**config.mk**
```make
export PLATFORM = sky130hd
export DESIGN_NAME = soc_periph_evt_tx_flat
export DESIGN_NICKNAME = d
export VERILOG_FILES = /design/src/rtl/soc_periph_evt_tx_if.sv /design/src/rtl/soc_periph_evt_tx.sv /design/src/flat_wrapper.sv
export SDC_FILE = /design/constraint.sdc
export NUM_CORES = 1
export LEC_CHECK = 0
export CORE_MARGIN = 8
export CORE_UTILIZATION = 55
export CTS_BUF_LIST = sky130_fd_sc_hd__clkbuf_4 sky130_fd_sc_hd__clkbuf_8
export CTS_CLUSTER_DIAMETER = 80
export DETAILED_ROUTE_END_ITERATION = 6
export PLACE_DENSITY = 0.85
export SKIP_CTS_REPAIR_TIMING = 1
export SYNTH_ARGS = -nofsm -noshare
export SYNTH_HDL_FRONTEND = slang
export SYNTH_SLANG_ARGS = --single-unit
```
**constraint.sdc**
```tcl
create_clock -name clk_i -period 11.8 [get_ports clk_i]
set_clock_uncertainty 0.05 [all_clocks]
set_input_delay 2.95 -clock clk_i [delete_from_list [all_inputs] [get_ports clk_i]]
set_output_delay 2.95 -clock clk_i [all_outputs]
set_load 0.005 [all_outputs]
```
**src/rtl/soc_periph_evt_tx_if.sv**
```systemverilog
// Peripheral-event stream toward the cluster event unit: one event ID per valid/ready handshake.
interface soc_periph_evt_tx_if #(
  parameter int EVNT_WIDTH = 8
);
  logic                  valid;
  logic                  ready;
  logic [EVNT_WIDTH-1:0] data;

  modport master (output valid, output data, input ready);
  modport slave  (input valid, input data, output ready);
endinterface

```
**src/rtl/soc_periph_evt_tx.sv**
```systemverilog
// Collects SoC peripheral event pulses into pending bits, round-robin arbitrates them into an
// event-ID FIFO and drains it over the cluster handshake, counting events lost to collisions.
module soc_periph_evt_tx #(
  parameter int NB_SRC      = 16,
  parameter int EVNT_WIDTH  = 8,
  parameter int EVT_ID_BASE = 0,
  parameter int FIFO_DEPTH  = 4
) (
  input  logic                clk_i,
  input  logic                rst_ni,
  input  logic [NB_SRC-1:0]   evt_src_i,
  soc_periph_evt_tx_if.master evt_if,
  output logic                lost_evt_o,
  output logic [15:0]         lost_cnt_o,
  input  logic                lost_clr_i,
  output logic                busy_o
);

  localparam int SRC_W  = (NB_SRC > 1) ? $clog2(NB_SRC) : 1;
  localparam int PTR_W  = $clog2(FIFO_DEPTH);
  localparam int CNT_W  = $clog2(FIFO_DEPTH + 1);
  localparam int DROP_W = $clog2(NB_SRC + 1);
  localparam logic [EVNT_WIDTH-1:0] ID_BASE  = EVNT_WIDTH'(EVT_ID_BASE);
  localparam logic [SRC_W-1:0]      LAST_SRC = SRC_W'(NB_SRC - 1);
  localparam logic [CNT_W-1:0]      FULL_CNT = CNT_W'(FIFO_DEPTH);

  if (EVT_ID_BASE + NB_SRC > 2 ** EVNT_WIDTH) begin : g_bad_id_range
    $error("soc_periph_evt_tx: EVT_ID_BASE+NB_SRC exceeds the event ID space");
  end
  if (FIFO_DEPTH < 2 || (FIFO_DEPTH & (FIFO_DEPTH - 1)) != 0) begin : g_bad_depth
    $error("soc_periph_evt_tx: FIFO_DEPTH must be a power of 2 and >= 2");
  end

  logic [NB_SRC-1:0]     pend_reg, pend_next, gnt_onehot, drop;
  logic [SRC_W-1:0]      rr_ptr_reg, rr_ptr_next, gnt_idx;
  logic                  gnt_vld;
  logic [PTR_W-1:0]      wr_ptr_reg, rd_ptr_reg;
  logic [CNT_W-1:0]      count_reg, count_next;
  logic [EVNT_WIDTH-1:0] mem_reg [FIFO_DEPTH];
  logic [EVNT_WIDTH-1:0] push_data;
  logic                  push, pop, fifo_full;
  logic [DROP_W-1:0]     drop_cnt;
  logic [16:0]           lost_sum;
  logic [15:0]           lost_cnt_reg, lost_cnt_next;
  logic                  lost_evt_reg;

  assign fifo_full = (count_reg == FULL_CNT);
  assign pop       = evt_if.valid & evt_if.ready;

  // Scan downward so the candidate closest to rr_ptr is the last (winning) assignment.
  always_comb begin
    logic [SRC_W:0] cand;
    gnt_vld = 1'b0;
    gnt_idx = '0;
    cand    = '0;
    for (int k = NB_SRC - 1; k >= 0; k--) begin
      cand = {1'b0, rr_ptr_reg} + (SRC_W + 1)'(k);
      if (cand >= (SRC_W + 1)'(NB_SRC)) begin
        cand = cand - (SRC_W + 1)'(NB_SRC);
      end
      if (pend_reg[cand[SRC_W-1:0]]) begin
        gnt_vld = 1'b1;
        gnt_idx = cand[SRC_W-1:0];
      end
    end
    if (fifo_full && !pop) begin
      gnt_vld = 1'b0;
    end
  end

  for (genvar gi = 0; gi < NB_SRC; gi++) begin : g_src
    assign gnt_onehot[gi] = gnt_vld && (gnt_idx == SRC_W'(gi));
    assign drop[gi]       = evt_src_i[gi] & pend_reg[gi] & ~gnt_onehot[gi];
    assign pend_next[gi]  = evt_src_i[gi] | (pend_reg[gi] & ~gnt_onehot[gi]);
  end

  always_comb begin
    drop_cnt = '0;
    for (int k = 0; k < NB_SRC; k++) begin
      drop_cnt = drop_cnt + DROP_W'(drop[k]);
    end
  end

  // A clear coinciding with drops restarts the count from this cycle's drops.
  always_comb begin
    lost_sum      = {1'b0, (lost_clr_i ? 16'h0000 : lost_cnt_reg)} + 17'(drop_cnt);
    lost_cnt_next = lost_sum[16] ? 16'hFFFF : lost_sum[15:0];
  end

  always_comb begin
    rr_ptr_next = rr_ptr_reg;
    if (gnt_vld) begin
      rr_ptr_next = (gnt_idx == LAST_SRC) ? '0 : gnt_idx + 1'b1;
    end
  end

  assign push      = gnt_vld;
  assign push_data = ID_BASE + EVNT_WIDTH'(gnt_idx);

  always_comb begin
    count_next = count_reg;
    case ({push, pop})
      2'b10:   count_next = count_reg + 1'b1;
      2'b01:   count_next = count_reg - 1'b1;
      default: count_next = count_reg;
    endcase
  end

  always_ff @(posedge clk_i or negedge rst_ni) begin
    if (!rst_ni) begin
      pend_reg     <= '0;
      rr_ptr_reg   <= '0;
      wr_ptr_reg   <= '0;
      rd_ptr_reg   <= '0;
      count_reg    <= '0;
      lost_cnt_reg <= '0;
      lost_evt_reg <= 1'b0;
    end else begin
      pend_reg     <= pend_next;
      rr_ptr_reg   <= rr_ptr_next;
      wr_ptr_reg   <= wr_ptr_reg + PTR_W'(push);
      rd_ptr_reg   <= rd_ptr_reg + PTR_W'(pop);
      count_reg    <= count_next;
      lost_cnt_reg <= lost_cnt_next;
      lost_evt_reg <= |drop;
    end
  end

  // Entries are reset so the head reads as 0 straight out of reset.
  always_ff @(posedge clk_i or negedge rst_ni) begin
    if (!rst_ni) begin
      for (int k = 0; k < FIFO_DEPTH; k++) begin
        mem_reg[k] <= '0;
      end
    end else if (push) begin
      mem_reg[wr_ptr_reg] <= push_data;
    end
  end

  assign evt_if.valid = (count_reg != '0);
  assign evt_if.data  = mem_reg[rd_ptr_reg];
  assign lost_evt_o   = lost_evt_reg;
  assign lost_cnt_o   = lost_cnt_reg;
  assign busy_o       = (|pend_reg) | (count_reg != '0);

endmodule

```
**src/flat_wrapper.sv**
```systemverilog
// flat-port wrapper written by rule: the top's interface ports become plain ports
module soc_periph_evt_tx_flat 
#(
  parameter int NB_SRC      = 16,
  parameter int EVNT_WIDTH  = 8,
  parameter int EVT_ID_BASE = 0,
  parameter int FIFO_DEPTH  = 4
)
  (clk_i, rst_ni, evt_src_i, lost_evt_o, lost_cnt_o, lost_clr_i, busy_o, evt_if_valid, evt_if_data, evt_if_ready);
  soc_periph_evt_tx_if #(.EVNT_WIDTH(EVNT_WIDTH)) evt_if_i ();
  input  logic clk_i;
  input  logic rst_ni;
  input  logic [NB_SRC-1:0] evt_src_i;
  output logic lost_evt_o;
  output logic [15:0] lost_cnt_o;
  input  logic lost_clr_i;
  output logic busy_o;
  output wire logic [$bits(evt_if_i.valid)-1:0] evt_if_valid;
  output wire logic [$bits(evt_if_i.data)-1:0] evt_if_data;
  input wire logic [$bits(evt_if_i.ready)-1:0] evt_if_ready;
  assign evt_if_valid = evt_if_i.valid;
  assign evt_if_data = evt_if_i.data;
  assign evt_if_i.ready = evt_if_ready;
  soc_periph_evt_tx #(.NB_SRC(NB_SRC), .EVNT_WIDTH(EVNT_WIDTH), .EVT_ID_BASE(EVT_ID_BASE), .FIFO_DEPTH(FIFO_DEPTH)) u_core (.clk_i(clk_i), .rst_ni(rst_ni), .evt_src_i(evt_src_i), .evt_if(evt_if_i), .lost_evt_o(lost_evt_o), .lost_cnt_o(lost_cnt_o), .lost_clr_i(lost_clr_i), .busy_o(busy_o));
endmodule
```
==> results.md <==
- Worst slew margin: 46.2%
- CP Launch Type: flip-flop
- Top-level I/O count: 47
- Share of cells above drive strength 1: 15.7%
- Ant diodes: 0
- Die area: 0.0146 mm2
- CTS sink count: 60
- Critical-path maximum fanout: 14
- # rows: 38
- Ys async rst share: 100%
- Fmax: 0.0952 GHz
- Ranking of synthesized cells by area: dfrtp_1 (25%), mux4_2 (12%), ha_1 (5.4%)
- Fin. max-slew vios: 0
- Buffers plus inverters on the worst setup path: 6
- Number of synthesized register bits: 60
- Outcome: finished, final reports clean
- Post-DR wirelength/cell: 20.5 um
- Hold Fails Final Rpt: 0
- Fill count: 880
- Mapped Area: 0.00606 mm2
- CP arrival: 10.65 ns
- CP max-delay cell: ha_1
- Total negative slack: 0 ns
- HPWL after DPL: 12.7 mm
- Synth cell types: 78
- Final ANT Viol Nets: 0
- Post-route minimum period: 10.50 ns
- Drt drc: 0
- Max incr delay on CP: 0.73 ns
- Worst Hold Class: reg2reg
- Iteration-0 DRC Markers: 499
- Max_cap viols: 0
- Initial Util: 56.2%
- TritonCTS Buffers: 9
- Tot GR Track Use: 23.7%
- DIE WIDTH: 121 um
- Routability cong.: 0.977
- Crit. End Element: flip-flop
- Tcrit/Tclk final: 89.0%
- Htree depth: 3
- Fin nets: 733
- Clock Latency Late Sink: 0.34 ns
- DIE HEIGHT: 121 um
- Critical Path Most Common Cell: fa_1
- Mean post-synth cell area: 9.41 um2
- Antenna violations before repair: 0
- Crit Path Category: reg2reg
- Global-route wire length before repair: 27.8 mm
- CTS tree: built
- Yosys warns: 0
- DRT Pass-1 Iters: 5
- Via Count: 5,315
- Clock transition at the registers of the reported paths: 0.08 ns
- Critical Path RT: 11.95 ns
- Final WL: 16.8 mm
- Worst Tran Pin Value: 0.804 ns
- Area fraction of the dominant cell type after synthesis: 24.8%
- Layout area overhead: 12.5%
- Seq/Total Area, Yosys: 24.8%
- Ys flop type: dfrtp_1
- Delay-heaviest family, CP: adder cells
- Maximum buffer depth of the clock tree: 2
- Final setup viols: 0
- Mapped Cells: 644
- Post-synth EDFFs: 0
- Core footprint: 0.0108 mm2
- Gr ovfl total: 0
- Top cell type by total area after synthesis: dfrtp_1
- Vias per inst: 6.48
- Clock root cell: clkbuf_8
- Vias in the first global route: 5,481
- Largest net degree at the start of global routing: 61
- RSZ-0062 raised after global routing: no
- Port Buffers: 42
- Worst hold slack: 0.448 ns
-- worst min-delay path: stages, from the launching register on --
cell and delay (ns):
dfrtp_1 0.36, nand2_1 0.05, o21ai_0 0.06
-- routing by layer --
layer,track usage [%],share of wire (%),vias up
li1,-,-,2396
met1,28.6,40,2636
met2,40.0,50,239
met3,4.75,6.7,44
met4,10.7,3.2,0
met5,0,0,-
-- final cells by class --
type                       count  area (um2)  area share [%]
multi-input combinational    507        4220            61.9
sequential                    60        1500            22.0
tap                          140         175            2.57
clock buffer                   9         124            1.82
inverter                      48         180            2.64
timing repair buffer          49         468            6.86
clock inverter                 7         146            2.15
-- cells by family after synthesis --
kind of cell	Yosys count	share of synthesized area (%)
simple gates	204	16.5
flops	60	24.8
xor+xnor	32	4.87
other cells	1	0.0619
compound gates	145	16.8
fa+ha+maj	38	9.33
buf+inv	80	5.74
mux	84	22.0
-- Yosys cell counts (all sizes together) (14+ instances only) --
| cell | instances |
|---|---|
| a21oi | 25 |
| buf | 18 |
| clkbuf | 14 |
| dfrtp | 60 |
| ha | 26 |
| inv | 44 |
| mux2 | 22 |
| mux2i | 28 |
| mux4 | 34 |
| nand2 | 74 |
| nand3 | 20 |
| nor2 | 40 |
| o21ai | 37 |
| xnor2 | 21 |
-- placed cells by master, fill, tap and decap left out, types with 7 or more instances in the layout --
| master | instances |
|---|---|
| nor2b_1 | 11 |
| a21oi_1 | 23 |
| and2_1 | 11 |
| clkbuf_8 | 9 |
| a31oi_1 | 7 |
| xor2_1 | 11 |
| mux4_2 | 33 |
| inv_1 | 42 |
| a21o_1 | 10 |
| nor2_1 | 39 |
| xnor2_1 | 19 |
| nand3_1 | 20 |
| mux2i_1 | 21 |
| ha_1 | 26 |
| o21ai_0 | 36 |
| clkdlybuf4s50_1 | 41 |
| nand2_1 | 73 |
| fa_1 | 12 |
| mux2_2 | 22 |
| buf_4 | 7 |
| o211ai_1 | 7 |
| dfrtp_1 | 60 |
| nand2b_1 | 12 |
-- per-stage QoR --
stage,cell area [um2],setup slack [ns],instances,util (%)
after global placement,6550,1.59,804,60.7
after CTS,6820,1.40,820,63.2
after global routing,6820,0.490,820,63.2
after detailed placement,6550,1.36,804,60.7
final,6820,1.30,820,63.2
after floorplan,6070,2.01,647,-
-- final timing paths --
check                                startpoint                     to  slack (ns)  cells after the start
max                        u_core.rr_ptr_reg[1]  u_core.lost_cnt_o[11]        1.30                     35
min                           u_core.mem_reg[1]      u_core.mem_reg[1]        0.45                      2
max reg2reg                u_core.rr_ptr_reg[1]  u_core.lost_cnt_o[11]        1.30                     35
min reg2reg                   u_core.mem_reg[1]      u_core.mem_reg[1]        0.45                      2
max in group asynchronous                rst_ni     u_core.pend_reg[4]        8.49                      2
min in group asynchronous                rst_ni  u_core.lost_cnt_o[15]        2.71                      2
Power is left out: the tool's default activity adds up to more than one toggle a clock period on the data nets, which glitch-free logic cannot reach.
